File: src/rtl/brg_vvadd_xcel_network_tx.sv
// brg_vvadd_xcel_network_tx: xcel master path to the manycore network (request reg, credits, load tags, response buffer); BRG_VVADD_XCEL_TX_TIMEOUT_EN adds a watchdog
module brg_vvadd_xcel_network_tx #(
  parameter int data_width_p = 32,
  parameter int addr_width_p = 28,
  parameter int x_cord_width_p = 4,
  parameter int y_cord_width_p = 4,
  parameter int max_out_credits_p = 16,
  parameter int num_tags_p = 4,
  localparam int tag_w_lp = $clog2(num_tags_p),
  localparam int mask_w_lp = data_width_p >> 3,
  localparam int cred_w_lp = $clog2(max_out_credits_p + 1)
) (
  input  logic                      clk_i,
  input  logic                      reset_i,
  input  logic [x_cord_width_p-1:0] my_x_i,
  input  logic [y_cord_width_p-1:0] my_y_i,
  input  logic                      tx_v_i,
  input  logic                      tx_we_i,
  input  logic [addr_width_p-1:0]   tx_addr_i,
  input  logic [data_width_p-1:0]   tx_data_i,
  input  logic [mask_w_lp-1:0]      tx_mask_i,
  input  logic [x_cord_width_p-1:0] tx_x_cord_i,
  input  logic [y_cord_width_p-1:0] tx_y_cord_i,
  output logic                      tx_ready_o,
  output logic [tag_w_lp-1:0]       tx_tag_o,
  output logic                      out_v_o,
  output logic                      out_we_o,
  output logic [addr_width_p-1:0]   out_addr_o,
  output logic [data_width_p-1:0]   out_data_o,
  output logic [mask_w_lp-1:0]      out_mask_o,
  output logic [x_cord_width_p-1:0] out_x_cord_o,
  output logic [y_cord_width_p-1:0] out_y_cord_o,
  output logic [x_cord_width_p-1:0] out_src_x_o,
  output logic [y_cord_width_p-1:0] out_src_y_o,
  output logic [tag_w_lp-1:0]       out_reg_id_o,
  input  logic                      out_ready_i,
  input  logic                      returned_v_i,
  input  logic                      returned_we_i,
  input  logic [data_width_p-1:0]   returned_data_i,
  input  logic [tag_w_lp-1:0]       returned_reg_id_i,
  output logic                      returned_yumi_o,
  output logic                      tx_resp_v_o,
  output logic [data_width_p-1:0]   tx_resp_data_o,
  output logic [tag_w_lp-1:0]       tx_resp_tag_o,
  input  logic                      tx_resp_ready_i,
  output logic                      idle_o,
  output logic                      err_timeout_o
);
  logic                      out_v_q, out_v_d, out_we_q;
  logic [addr_width_p-1:0]   out_addr_q;
  logic [data_width_p-1:0]   out_data_q, resp_data_q;
  logic [mask_w_lp-1:0]      out_mask_q;
  logic [x_cord_width_p-1:0] out_x_q;
  logic [y_cord_width_p-1:0] out_y_q;
  logic [tag_w_lp-1:0]       out_reg_id_q, resp_tag_q;
  logic                      resp_v_q, resp_v_d;
  logic [cred_w_lp-1:0]      credits_q, credits_d;
  logic [num_tags_p-1:0]     busy_q, busy_d, alloc_oh, free_oh;
  logic                      any_free, accept, ld_in, resp_fire;

  always_comb begin
    tx_tag_o = '0;
    for (int i = num_tags_p - 1; i >= 0; i--)
      if (!busy_q[i]) tx_tag_o = tag_w_lp'(i);
  end

  assign any_free        = ~&busy_q;
  assign tx_ready_o      = (~out_v_q | out_ready_i) & (credits_q < cred_w_lp'(max_out_credits_p)) & (tx_we_i | any_free);
  assign accept          = tx_v_i & tx_ready_o;
  assign returned_yumi_o = returned_v_i & (returned_we_i | ~resp_v_q | tx_resp_ready_i);
  assign ld_in           = returned_yumi_o & ~returned_we_i;
  assign resp_fire       = resp_v_q & tx_resp_ready_i;

  // a tag freed this cycle stays busy for allocation until the next cycle
  assign alloc_oh  = (accept & ~tx_we_i) ? num_tags_p'(1) << tx_tag_o : '0;
  assign free_oh   = resp_fire ? num_tags_p'(1) << resp_tag_q : '0;
  assign busy_d    = (busy_q & ~free_oh) | alloc_oh;
  assign out_v_d   = accept | (out_v_q & ~out_ready_i);
  assign resp_v_d  = ld_in | (resp_v_q & ~tx_resp_ready_i);
  assign credits_d = credits_q + cred_w_lp'(accept) - cred_w_lp'(returned_yumi_o);

  always_ff @(posedge clk_i) begin
    if (reset_i) begin
      out_v_q   <= 1'b0;
      resp_v_q  <= 1'b0;
      credits_q <= '0;
      busy_q    <= '0;
    end else begin
      out_v_q   <= out_v_d;
      resp_v_q  <= resp_v_d;
      credits_q <= credits_d;
      busy_q    <= busy_d;
    end
    if (accept) begin
      out_we_q     <= tx_we_i;
      out_addr_q   <= tx_addr_i;
      out_data_q   <= tx_data_i;
      out_mask_q   <= tx_mask_i;
      out_x_q      <= tx_x_cord_i;
      out_y_q      <= tx_y_cord_i;
      out_reg_id_q <= tx_we_i ? '0 : tx_tag_o;
    end
    if (ld_in) begin
      resp_data_q <= returned_data_i;
      resp_tag_q  <= returned_reg_id_i;
    end
  end

  assign out_v_o        = out_v_q;
  assign out_we_o       = out_we_q;
  assign out_addr_o     = out_addr_q;
  assign out_data_o     = out_data_q;
  assign out_mask_o     = out_mask_q;
  assign out_x_cord_o   = out_x_q;
  assign out_y_cord_o   = out_y_q;
  assign out_src_x_o    = my_x_i;
  assign out_src_y_o    = my_y_i;
  assign out_reg_id_o   = out_reg_id_q;
  assign tx_resp_v_o    = resp_v_q;
  assign tx_resp_data_o = resp_data_q;
  assign tx_resp_tag_o  = resp_tag_q;
  assign idle_o         = ~out_v_q & ~resp_v_q & (credits_q == '0);

`ifdef BRG_VVADD_XCEL_TX_TIMEOUT_EN
  logic [15:0] wd_q, wd_d;
  logic        err_q, err_d;
  assign wd_d  = (credits_q == '0 || returned_yumi_o) ? '0 : (&wd_q ? wd_q : wd_q + 16'd1);
  assign err_d = err_q | (&wd_q);
  always_ff @(posedge clk_i) begin
    if (reset_i) begin
      wd_q  <= '0;
      err_q <= 1'b0;
    end else begin
      wd_q  <= wd_d;
      err_q <= err_d;
    end
  end
  assign err_timeout_o = err_q;
`else
  assign err_timeout_o = 1'b0;
`endif

`ifndef SYNTHESIS
  always @(posedge clk_i) begin
    if (!reset_i && returned_v_i) begin
      if (!returned_we_i && !busy_q[returned_reg_id_i]) $error("returned load for free tag %0d", returned_reg_id_i);
      if (credits_q == '0) $error("response with no outstanding credit");
    end
  end
`endif
endmodule

File: config.mk
export PLATFORM = sky130hd
export DESIGN_NAME = brg_vvadd_xcel_network_tx
export DESIGN_NICKNAME = d
export VERILOG_FILES = /design/src/rtl/brg_vvadd_xcel_network_tx.sv
export SDC_FILE = /design/constraint.sdc
export NUM_CORES = 1
export LEC_CHECK = 0
export BUFFER_PORTS_ARGS = -buffer_cell sky130_fd_sc_hd__buf_2
export CAP_MARGIN = 0
export CORE_ASPECT_RATIO = 0.7
export CORE_MARGIN = 2
export CORE_UTILIZATION = 30
export CTS_CLUSTER_DIAMETER = 150
export DETAILED_ROUTE_END_ITERATION = 16
export GPL_ROUTABILITY_DRIVEN = 0
export GPL_TIMING_DRIVEN = 0
export SLEW_MARGIN = 30
export SYNTH_ARGS = -nofsm -noshare
export SYNTH_HDL_FRONTEND = slang
export SYNTH_SLANG_ARGS = --single-unit
export TNS_END_PERCENT = 50
File: constraint.sdc
create_clock -name clk_i -period 3.3 [get_ports clk_i]
set_input_delay 0.165 -clock clk_i [delete_from_list [all_inputs] [get_ports clk_i]]
set_output_delay 0.165 -clock clk_i [all_outputs]
set_load 0.01 [all_outputs]
==> summary.txt <==
Status - completed
Height of the die - 101 µm
Global-route wire length before repair - 16600 µm
Hold Fails Final Rpt - 0
Area of the multi-input gates - 452 µm²
Fmax - 384 MHz
Commonest cells post-synth - 109 x edfxtp_1, 11 x dfxtp_1, 10 x inv_1
Clock sink total - 120
Max-cap violation count - 0
Residual DRC - 0
Routed via count - 3117
Seq/Total Area, Yosys - 86.3%
# IOs - 247
Most common cell in the netlist - edfxtp_1
Most common flop cell mapped by yosys - edfxtp_1
CP max FO - 4
Post-Layout Cell Count - 761
Asr flop ratio synth - 0%
Startpoint types - input pin
Top post-synthesis cells by area - edfxtp_1 81%, dfxtp_1 5.4%, ha_1 1.9%, buf_4 1.7%, nand2b_1 1.1%
Post-Syn Instances - 199
RR Startpoint - busy_q[0]
Critical path class - in -> reg
WHS Endpoint - tx_resp_v_o
Fin. max-slew vios - 0
Number of enable flip-flop cells after synthesis - 109
Slowest CP cell - dlygate4sd3_1
CP Data Arrival Time - 2.94 ns
Inst Count DP - 623
Crit path capture type - flop
Syn Area/Cell - 20.3 µm²
Synth-to-layout area growth - 77.0%
Yosys cell types - 37
Fin Clk Skew - 0.00655 ns
Diodes inserted - 0
Reg-to-Reg End - credits_q[4]
Synth top area share - 80.9%
# fillers - 1109
Vias in the first global route - 3328
Die ar. - 0.0145 mm²
Clock Path Buffers - 2
Setup violators final - 0
Initial antenna violation count - 0
Placement row count - 35
All-Layer GR Usage - 15.3%
CORE AREA - 0.0132 mm²
Routed WL per cell - 14.6 µm
Seq. cell area - 0.00349 mm²
CP Cell Sequence - dlygate4sd3_1, buf_2, nand3b_2, o211ai_2, ha_1, inv_1, ha_1, inv_1, fa_1, nand2b_1, a2111o_1, o21ai_2
R2R Setup Slk - 0.83 ns
Crit share post-route - 78.9%
VDD IR-drop max - 0.000362 V
Initial Util - 30.7%
Top delay family on crit path - adder cells
Die X - 143 µm
Synth area leader - edfxtp_1
Synthesized cell area - 0.00405 mm²
LEAKAGE - 3.05 nW
Worst Path Required - 3.64 ns
Register bit total from synthesis - 120
Clock latency on the worst-skew pair - 0.40 ns
Slowest stage delay, CP - 0.54 ns
Ys Warns - 0
Syn nets - 328
H-tree level count - 4
Root buffer cell - clkbuf_16
Average vias per placed instance - 4.10
Pin count of the biggest net entering global routing - 53
1st-iter DRT viols - 106
RSZ-0062 raised after global routing - false
Hold depth - 3
Grt total ovfl - 0
Pwr dens - 630 mW/mm²
Worst-path clk slew - 0.06 ns
Nets - 693
DR pass1 iterations - 4
Worst min-delay path class - in -> reg
Routed Antenna Nets - 0
CTS tree - yes
Setup TNS - 0 ns
WL final - 11100 µm
Share of layout cells above drive strength 1 - 49.7%
Inserted Clock Buffers - 17
Buf/Inv on CP - 4
Worst R2R Path Depth - 10
Post-detail-place hpwl - 7240 µm
# port buffers - 237
Crit path time final - 2.60 ns
Min-delay src - returned_v_i
[power breakdown]
part	switching (mW)	internal [mW]	total, mW
registers	0.0667	1.90	1.96
logic	0.418	0.374	0.792
clock network	0.651	1.10	1.76
[tightest hold or removal path, stage by stage]
cell and delay [ns]:
buf_2 0.10, nand2b_1 0.06, a21oi_1 0.06
[cell usage in the layout, fill, tap and decap left out, types with 4 or more instances in the layout]
| master | count |
|---|---|
| buf_2 | 238 |
| dfxtp_1 | 11 |
| a21oi_1 | 6 |
| clkbuf_16 | 17 |
| inv_1 | 9 |
| edfxtp_1 | 109 |
| ha_1 | 6 |
| nand2b_1 | 7 |
| nor2_1 | 6 |
| buf_4 | 9 |
| dlygate4sd3_1 | 107 |
| clkinv_2 | 4 |
[layout make-up]
type | instances | share of cell area, %
flip-flops and latches | 120 | 48.8
repair buffers | 346 | 32.3
multi-input cells | 59 | 6.31
clock buffers | 19 | 6.04
well taps | 185 | 3.23
clock inverters | 12 | 1.80
plain buffers | 10 | 1.01
inverters | 10 | 0.559
[how the worst max path moves through the flow]
stage	from	end	slack, ns	cells after the start
after floorplan	tx_resp_v_o	tx_resp_data_o[0]	0.66	3
after global placement	credits_q[4]	out_addr_o[4]	0.08	3
after detailed placement	busy_q[0]	credits_q[4]	0.85	10
after CTS	tx_we_i	credits_q[4]	0.72	12
after global routing	tx_we_i	credits_q[4]	0.55	12
final	tx_we_i	credits_q[4]	0.70	12
[stage by stage]
stage | total power, mW | instance area (µm²) | util, % | hold slack (ns) | setup slack (ns)
after global placement | 2.66 | 5470 | 41.5 | 0.341 | 0.0838
after CTS | 4.56 | 7160 | 54.3 | 0.0346 | 0.723
after detailed placement | 2.69 | 5530 | 42.0 | 0.343 | 0.855
after floorplan | 2.36 | 4050 | - | 0.264 | 0.657
after global routing | 4.73 | 7160 | 54.3 | 0.0603 | 0.551
final | 4.51 | 7160 | 54.3 | 0.0452 | 0.696
[cells by family (layout without fill, tap and decap cells)]
logic type / Yosys count / after routing / synth area share [%]
flops: 120 / 120 / 86.3
compound gates: 18 / 18 / 3.56
simple gates: 31 / 31 / 4.54
buf+inv: 20 / 397 / 2.72
fa+ha+maj: 7 / 7 / 2.35
other cells: 1 / 1 / 0.0926
xor+xnor: 2 / 2 / 0.433
[metal layers]
metal / track usage, % / vias to the layer above / routed length (µm)
li1: - / 1480 / -
met1: 17.3 / 1483 / 4460
met2: 26.4 / 135 / 5620
met3: 5.48 / 19 / 799
met4: 7.08 / 0 / 216
met5: 0 / - / 0
[flip-flops by register name, summed over array words and instances (netlist names)]
name,flops
out_mask_o,4
busy_q,4
out_reg_id_o,2
out_v_o,1
tx_resp_tag_o,2
out_y_cord_o,4
credits_q,5
out_we_o,1
out_data_o,32
tx_resp_data_o,32
out_x_cord_o,4
out_addr_o,28
tx_resp_v_o,1
[repair_timing]
| action | CTS | global route |
|---|---|---|
| endpoints found under the setup margin | 0 | 0 |
| hold endpoints to repair | 107 | 0 |
| setup buffers | 0 | 0 |
| resized for setup | 0 | 0 |
| hold buffers | 107 | 0 |
Note: power is estimated with default switching activity, not from simulation.
